$ cat config.mk
export PLATFORM = sky130hd
export DESIGN_NAME = home_cmd_uart
export DESIGN_NICKNAME = d
export VERILOG_FILES = /design/src/rtl/home_cmd_uart.sv
export SDC_FILE = /design/constraint.sdc
export NUM_CORES = 1
export LEC_CHECK = 0
export BUFFER_PORTS_ARGS = -buffer_cell sky130_fd_sc_hd__buf_2
export CAP_MARGIN = 15
export CORE_UTILIZATION = 30
export CTS_CLUSTER_DIAMETER = 80
export DETAILED_ROUTE_END_ITERATION = 10
export HOLD_SLACK_MARGIN = 0.03
export SLEW_MARGIN = 20
export SYNTH_ARGS = -nofsm -noshare
export SYNTH_HDL_FRONTEND = slang
export SYNTH_SLANG_ARGS = --single-unit
export TNS_END_PERCENT = 100
$ cat constraint.sdc
create_clock -name i_clk -period 1.95 [get_ports i_clk]
set_input_delay 0.0975 -clock i_clk [delete_from_list [all_inputs] [get_ports i_clk]]
set_output_delay 0.0975 -clock i_clk [all_outputs]
set_load 0.005 [all_outputs]
$ cat src/rtl/home_cmd_uart.sv
// UART command endpoint: receives command bytes, drives device on/off
// outputs and answers every command with a one-byte response frame.
// RX and TX share a free-running 16x oversample tick and run independently;
// a single pending-response slot sits between command execution and TX.
module home_cmd_uart #(
  parameter int CLOCK_FREQ = 50000000,
  parameter int BAUD_RATE  = 9600,
  parameter int NUM_DEV    = 4
) (
  input  logic               i_clk,
  input  logic               i_rst,
  input  logic               i_rx,
  output logic               o_tx,
  output logic [NUM_DEV-1:0] o_dev_ctrl,
  output logic [7:0]         o_rx_data,
  output logic               o_rx_valid,
  output logic               o_tx_busy,
  output logic               o_err_frame,
  output logic               o_err_overrun
);

  localparam int DIV = CLOCK_FREQ / (BAUD_RATE * 16);
  localparam int TW  = (DIV > 1) ? $clog2(DIV) : 1;
  localparam logic [TW-1:0] TICK_LAST = TW'(DIV - 1);
  localparam logic [3:0]    NDEV      = 4'(NUM_DEV);

  localparam logic [1:0] S_IDLE  = 2'd0;
  localparam logic [1:0] S_START = 2'd1;
  localparam logic [1:0] S_DATA  = 2'd2;
  localparam logic [1:0] S_STOP  = 2'd3;

  logic [TW-1:0]      r_tick_cnt;
  logic               w_tick;
  logic               r_rx_meta, r_rx_sync;
  logic [1:0]         r_rx_state;
  logic [3:0]         r_rx_tcnt;
  logic [2:0]         r_rx_bitcnt;
  logic [7:0]         r_rx_shift;
  logic               r_rx_armed;
  logic [7:0]         r_rx_data;
  logic               r_rx_valid;
  logic               r_ferr_pls;
  logic               r_err_frame;
  logic [NUM_DEV-1:0] r_dev;
  logic               r_pend_full;
  logic [7:0]         r_pend_data;
  logic               r_err_ovr;
  logic               r_tx_busy;
  logic [9:0]         r_tx_shift;
  logic [3:0]         r_tx_tcnt;
  logic [3:0]         r_tx_bitcnt;

  logic               w_resp_wr;
  logic [7:0]         w_resp;
  logic [NUM_DEV-1:0] w_dev_nxt;
  logic [2:0]         w_idx;
  logic [NUM_DEV-1:0] w_mask;
  logic               w_tx_load;

  assign w_tick    = (r_tick_cnt == TICK_LAST);
  assign w_idx     = r_rx_data[2:0];
  assign w_mask    = NUM_DEV'(1) << w_idx;
  assign w_tx_load = r_pend_full & ~r_tx_busy;

  // Free-running oversample tick divider
  always_ff @(posedge i_clk or negedge i_rst) begin
    if (!i_rst)      r_tick_cnt <= '0;
    else if (w_tick) r_tick_cnt <= '0;
    else             r_tick_cnt <= r_tick_cnt + 1'b1;
  end

  // Two-flop synchroniser; resets low so a genuine high must be seen first
  always_ff @(posedge i_clk or negedge i_rst) begin
    if (!i_rst) begin
      r_rx_meta <= 1'b0;
      r_rx_sync <= 1'b0;
    end else begin
      r_rx_meta <= i_rx;
      r_rx_sync <= r_rx_meta;
    end
  end

  // RX framing FSM: mid-bit sampling, stop check, frame-error flagging
  always_ff @(posedge i_clk or negedge i_rst) begin
    if (!i_rst) begin
      r_rx_state  <= S_IDLE;
      r_rx_tcnt   <= '0;
      r_rx_bitcnt <= '0;
      r_rx_shift  <= '0;
      r_rx_armed  <= 1'b0;
      r_rx_data   <= '0;
      r_rx_valid  <= 1'b0;
      r_ferr_pls  <= 1'b0;
      r_err_frame <= 1'b0;
    end else begin
      r_rx_valid <= 1'b0;
      r_ferr_pls <= 1'b0;
      case (r_rx_state)
        S_IDLE: begin
          // armed only once the line has been seen idle-high
          if (r_rx_sync) r_rx_armed <= 1'b1;
          else if (r_rx_armed) begin
            r_rx_state <= S_START;
            r_rx_tcnt  <= '0;
          end
        end
        S_START: if (w_tick) begin
          if (r_rx_tcnt == 4'd7) begin
            r_rx_tcnt   <= '0;
            r_rx_bitcnt <= '0;
            r_rx_state  <= r_rx_sync ? S_IDLE : S_DATA;
          end else r_rx_tcnt <= r_rx_tcnt + 1'b1;
        end
        S_DATA: if (w_tick) begin
          if (r_rx_tcnt == 4'd15) begin
            r_rx_tcnt  <= '0;
            r_rx_shift <= {r_rx_sync, r_rx_shift[7:1]};
            if (r_rx_bitcnt == 3'd7) r_rx_state <= S_STOP;
            else                     r_rx_bitcnt <= r_rx_bitcnt + 1'b1;
          end else r_rx_tcnt <= r_rx_tcnt + 1'b1;
        end
        default: if (w_tick) begin
          if (r_rx_tcnt == 4'd15) begin
            r_rx_tcnt  <= '0;
            r_rx_state <= S_IDLE;
            r_rx_armed <= 1'b0;
            if (r_rx_sync) begin
              r_rx_data  <= r_rx_shift;
              r_rx_valid <= 1'b1;
            end else begin
              r_err_frame <= 1'b1;
              r_ferr_pls  <= 1'b1;
            end
          end else r_rx_tcnt <= r_rx_tcnt + 1'b1;
        end
      endcase
    end
  end

  // Command decode and response selection, one clock after rx_valid
  always_comb begin
    w_resp_wr = 1'b0;
    w_resp    = 8'h00;
    w_dev_nxt = r_dev;
    if (r_rx_valid) begin
      w_resp_wr = 1'b1;
      if (r_rx_data[5:3] != 3'b000 || {1'b0, w_idx} >= NDEV) begin
        w_resp = 8'hE0;
      end else begin
        case (r_rx_data[7:6])
          2'b00: begin
            w_dev_nxt = r_dev & ~w_mask;
            w_resp    = {4'hA, 1'b0, w_idx};
          end
          2'b01: begin
            w_dev_nxt = r_dev | w_mask;
            w_resp    = {4'hA, 1'b0, w_idx};
          end
          2'b10: begin
            w_dev_nxt = r_dev ^ w_mask;
            w_resp    = {4'hA, 1'b0, w_idx};
          end
          default: w_resp = 8'(r_dev);
        endcase
      end
    end else if (r_ferr_pls) begin
      w_resp_wr = 1'b1;
      w_resp    = 8'hE1;
    end
  end

  // Device state and single pending-response slot; a full slot drops new responses
  always_ff @(posedge i_clk or negedge i_rst) begin
    if (!i_rst) begin
      r_dev       <= '0;
      r_pend_full <= 1'b0;
      r_pend_data <= '0;
      r_err_ovr   <= 1'b0;
    end else begin
      r_dev <= w_dev_nxt;
      if (w_tx_load) r_pend_full <= 1'b0;
      if (w_resp_wr) begin
        if (r_pend_full && !w_tx_load) r_err_ovr <= 1'b1;
        else begin
          r_pend_full <= 1'b1;
          r_pend_data <= w_resp;
        end
      end
    end
  end

  // TX serialiser: start, 8 data LSB first, stop, 16 ticks per bit
  always_ff @(posedge i_clk or negedge i_rst) begin
    if (!i_rst) begin
      r_tx_busy   <= 1'b0;
      r_tx_shift  <= '1;
      r_tx_tcnt   <= '0;
      r_tx_bitcnt <= '0;
    end else if (!r_tx_busy) begin
      if (r_pend_full) begin
        r_tx_busy   <= 1'b1;
        r_tx_shift  <= {1'b1, r_pend_data, 1'b0};
        r_tx_tcnt   <= '0;
        r_tx_bitcnt <= '0;
      end
    end else if (w_tick) begin
      if (r_tx_tcnt == 4'd15) begin
        r_tx_tcnt  <= '0;
        r_tx_shift <= {1'b1, r_tx_shift[9:1]};
        if (r_tx_bitcnt == 4'd9) r_tx_busy   <= 1'b0;
        else                     r_tx_bitcnt <= r_tx_bitcnt + 1'b1;
      end else r_tx_tcnt <= r_tx_tcnt + 1'b1;
    end
  end

  assign o_tx          = r_tx_busy ? r_tx_shift[0] : 1'b1;
  assign o_tx_busy     = r_tx_busy;
  assign o_dev_ctrl    = r_dev;
  assign o_rx_data     = r_rx_data;
  assign o_rx_valid    = r_rx_valid;
  assign o_err_frame   = r_err_frame;
  assign o_err_overrun = r_err_ovr;

endmodule

== Word-level counts from Yosys, hierarchy flattened ==
Cells that the tools add are included.
W data, S select, Z words.
Cells by class
  add/subtract/negate cells: 5
  reduce and logical (&&, ||, !) cells: 28
  mux-type cells: 65
  shift operators: 1
  magnitude comparators: 1
  equality and inequality tests: 22
  bitwise gates (word level): 11
Operator list (count)
  $mux W4: 14
  $mux W10: 4
  $mux W8: 4
  $mux W1: 22
  $ne A2 B2 Y1 const B: 11
  $mux W2: 10
  $reduce_and A4 Y1: 5
  $mux W3: 5
  $add A4 B1 Y4 const B: 3
  $eq A4 B4 Y1 const B: 3
  $pmux W4 S3: 1
  $add A9 B1 Y9 const B: 1
  $eq A9 B9 Y1 const B: 1
  $mux W9: 1
  $reduce_and A3 Y1: 3
  $reduce_and A9 Y1: 1
  $reduce_bool A3 Y1: 3
  $pmux W4 S2: 1
  $reduce_bool A2 Y1: 4
  $not A1 Y1: 6
  $pmux W2 S3: 1
  $pmux W3 S2: 1
  $reduce_and A2 Y1: 3
  $reduce_and A6 Y1: 1
  20 further kinds: 24
Storage, ports and cells
  logic and storage cells: 153
  output and inout bits: 17
  input bits: 3
  register bits after elaboration: 73

== Depth between registers and ports, before layout ==
  depth after elaboration: 6
  depth in mapped cells: 8
  mapped depth without buffers: 7

== Worst setup path after synthesis ==
Ideal clock, no wire load.
  kind: register to register
  start: register r_rx_tcnt[0]
  end: register r_rx_data[0], in the netlist o_rx_data[0]
  data arrival time: 1.645 ns
  path buffers: 1
  setup time: 0.125 ns
  path slack: 0.179 ns
  period minus slack after synthesis: 1.771 ns
  cell stages (with the launch flop): 7
  required time: 1.825 ns
  path through: dfrtp_1 ha_1 and3_1 and3_1 and3_1 buf_6 mux2_4
On the way
  word-level cells in the longest chain between the ends: 2
RTL lines
  start: declaration: line 36  | logic [3:0] r_rx_tcnt;
  start signal: assignment: line 112  | end else r_rx_tcnt <= r_rx_tcnt + 1'b1;
  start signal: assignment: line 120  | end else r_rx_tcnt <= r_rx_tcnt + 1'b1;
  start signal: assignment: line 134  | end else r_rx_tcnt <= r_rx_tcnt + 1'b1;
  $eq A4 B4 Y1: line 123  | if (r_rx_tcnt == 4'd15) begin
  $reduce_and A4 Y1 (no line)
  end signal: assignment: line 128  | r_rx_data <= r_rx_shift;
  end: declaration: line 40  | logic [7:0] r_rx_data;
Every way passes these cells.
A chain may end at the register's enable or synchronous reset.

== Worst setup path in the final report ==
  start: register r_tick_cnt[0]
  end: register r_rx_data[4], in the netlist o_rx_data[4]
On the way
  word-level cells in the longest chain between the ends: 2
RTL lines
  start: declaration: line 32  | logic [TW-1:0] r_tick_cnt;
  start signal: assignment: line 69  | else r_tick_cnt <= r_tick_cnt + 1'b1;
  $eq A9 B9 Y1: line 60  | assign w_tick = (r_tick_cnt == TICK_LAST);
  $reduce_and A4 Y1 (no line)
Every way passes these cells.

==> impl_metrics.toml <==
[run_status]
status = "finished clean"

[timing]
holdWs_ns = 0.347
fin_crit_ns = 1.84
slew_headroom_pct = 71.9
fmax_ghz = 0.545
hold_viol = 0
finalSetupViolCount = 0
worst_pin_slew_ns = 0.419
period_share_pct = 94.1
fin_skew_ns = 0.00771
drv_slew = 0

[critical_path]
cp_slowest_stage_delay_ns = 0.40
cp_cell_sequence = "inv_1 -> ha_1 -> and4bb_1 -> and3_4 -> and3_1 -> buf_12 -> mux2_4"
critPathLaunchType = "register"
timing.rr.start = "r_tick_cnt[0]$_DFF_PN0_"
required_ns = 2.16
rrSetupSlack_ns = 0.11
critPathKind = "register to register"
critical_path.max_fanout = 9
r2r_cells = 7
worst_setup_path_end_kind = "register"
cpMaxStageDelayCell = "dfrtp_1"
r2r_end = "o_rx_data[4]$_DFFE_PN0P_"
cp.arrival_ns = 2.04

[placement]
place_hpwl_mm = 4.88
portBuffers = 19
place_area_sq_um = 4010
placed_cells = 503
gp_congestion = 0.788

[clock_network]
worstSkewPairLatency_ns = 0.33
clkSinkCount = 70
clk_pin_slew_ns = 0.05
cts_inserted_buffers = 9
cts_setup_buffers = 0
ctsLongestPathBuffers = 2
htreeDepth = 3
tritoncts = "yes"
cts_root_buf = "clkbuf_16"

[run]
cap_violations = 0

[logic_synthesis]
synth_area_per_cell_sq_um = 11.0
yosysSeqAreaShare_pct = 47.8
synth_nets = 361
synth-main-ff-cell = "dfrtp_1"
synth-seq-cells = 70
synth.top_cell.area_share_pct = 41.4
yosysWarnings = 0
synth_top_area_cell = "dfrtp_1"
netlist_area_sq_um = 3680
yosys-top-cells-area = "dfrtp_1, ha_1, dfstp_2, o21ai_0, mux2_2"
synthDistinctLibCells = 55
syn_inst = 335
async_reset_ff_share_pct = 100
synth_edf_count = 0

[drt]
ant_nets = 0
wirelength_mm = 6.94
drc_errors = 0
dr.pass1.iters = 4
drtIter0Drc = 123
vias_per_cell = 4.92
vias = 2563
post_drt_wl_per_cell_um = 13.3

[die]
die_w_um = 113
num_rows = 40
start_util_pct = 30.7
ios = 20
core_sq_um = 12000
die_h_um = 113
die_area_sq_um = 12700

[grt]
grt_overflow_total = 0
grt_start_max_net_pins = 71
grt_pass1_wl_mm = 12.0
grt_pass1_vias = 2529
grt_usage_pct = 11.9
antenna_found_initial = 0

[power_and_ir_drop]
power.density_nw_per_um2 = 828
ir_worst_vdd_v = 0.000463
cellLeakagePower_uw = 0.00191

[final_layout]
finalNonFillerCells = 521
syn_to_final_growth_pct = 17.1
nets = 395
antenna_cells = 0
fin_area_sq_um = 4320
drive_gt1_share_pct = 21.9
utilization_pct = 35.9

[worst_hold_path]
hold_class = "input port to async pin"
[registers in the layout, indices dropped and copies added (netlist names), 2 cells and up]
register,flops
r_tick_cnt,9
r_tx_shift,9
o_rx_data,8
r_rx_shift,8
r_pend_data,6
o_dev_ctrl,4
r_rx_tcnt,4
r_tx_bitcnt,4
r_tx_tcnt,4
r_rx_bitcnt,3
r_rx_state,2
[per-stage QoR]
step / power [uW] / TNS (ns) / setup slack, ns
3_5_place_dp: 2120 / 0 / 0.102
4_1_cts: 3610 / 0 / 0.0569
5_1_grt: 3770 / -0.00809 / -0.00552
6_report: 3570 / 0 / 0.115
3_3_place_gp: 2110 / 0 / 0.132
2_1_floorplan: 1970 / 0 / 0.179
[cells in the mapped netlist (2+ instances only)]
cell,n
a21o_1,3
nor4_1,3
inv_1,15
clkbuf_1,2
a41oi_4,2
nand2b_1,7
a22oi_1,2
o21ai_0,27
nor2b_1,2
nor2_1,18
dfstp_2,9
nand4_1,3
a21oi_1,15
o2bb2ai_1,4
nor3b_1,3
buf_6,3
a22o_1,3
xnor2_1,7
mux2_4,8
ha_1,23
buf_1,2
a31oi_1,2
mux2_2,11
a32o_1,3
nand4bb_1,2
or2_2,2
o31ai_1,2
nand3_1,10
mux2i_1,7
and4bb_1,2
and2_1,3
xor2_1,4
dfrtp_1,61
and3_1,10
nand3b_1,5
nand2_1,31
[cells by family (layout without fill, tap and decap cells)]
group / Yosys count / count (layout) / synth area share [%]
simple gates: 108 / 108 / 16.3
compound gates: 72 / 72 / 13.4
flops: 70 / 70 / 47.8
mux: 27 / 27 / 8.83
buf+inv: 24 / 63 / 3.19
fa+ha+maj: 23 / 23 / 7.81
xor+xnor: 11 / 11 / 2.61
[layer usage]
layer	track usage (%)	vias to the layer above	wire (um)
li1	-	1272	-
met4	6.13	0	127
met1	16.0	1247	3520
met3	2.57	10	198
met2	18.0	34	3090
met5	0	-	0
[worst max-delay path by stage]
stage,startpoint,endpoint,slack [ns],cells past startpoint
after detailed placement,r_rx_tcnt[0]$_DFFE_PN0P_,o_rx_data[2]$_DFFE_PN0P_,0.10,6
after floorplan,r_rx_tcnt[0]$_DFFE_PN0P_,o_rx_data[0]$_DFFE_PN0P_,0.18,6
after CTS,r_rx_bitcnt[0]$_DFFE_PN0P_,r_rx_bitcnt[0]$_DFFE_PN0P_,0.06,6
after global placement,r_rx_tcnt[0]$_DFFE_PN0P_,o_rx_data[7]$_DFFE_PN0P_,0.13,6
after global routing,r_tick_cnt[0]$_DFF_PN0_,o_rx_data[7]$_DFFE_PN0P_,-0.006,7
final,r_tick_cnt[0]$_DFF_PN0_,o_rx_data[4]$_DFFE_PN0P_,0.11,7
[report_power, final]
part	internal, uW	total (uW)	switching [uW]
sequential	1510	1560	50.3
combinational	205	548	343
clock	890	1470	578
[critical path, delay by kind of cell (launching register included)]
kind                     cells  cell delay (ns)
AND/OR/NAND/NOR              3             0.65
buffers and inverters        2             0.21
multiplexers                 1             0.30
adder cells (fa/ha/maj)      1             0.15
flip-flops                   1             0.40
[cells in the final DEF (no fill, tap or decap), drive strengths merged, types with 7 or more instances in the layout]
cell / Yosys / routed
dfrtp: 61 / 61
o21ai: 28 / 28
nor2: 18 / 18
dfstp: 9 / 9
nand3: 10 / 10
xnor2: 7 / 7
and3: 10 / 10
inv: 15 / 15
clkbuf: 2 / 12
ha: 23 / 23
mux2i: 7 / 7
a21oi: 16 / 16
buf: 7 / 30
nand2: 32 / 32
nand2b: 7 / 7
mux2: 20 / 20
[final cells by class]
type	instances	area, sq um
clock inverters	4	25.0
multi-input cells	241	1820
flip-flops and latches	70	1760
well taps	147	184
fillers	1210	7690
repair buffers	32	226
clock buffers	12	246
inverters	15	56.3
[repair_timing]
| action | 4_1_cts | 5_1_grt |
|---|---|---|
| resized for setup | 0 | 3 |
| endpoints found under the setup margin | 0 | 14 |
| endpoints found under the hold margin | 62 | 0 |
| hold buffers | 2 | 0 |
No activity file was read; power rests on OpenSTA's default activity.
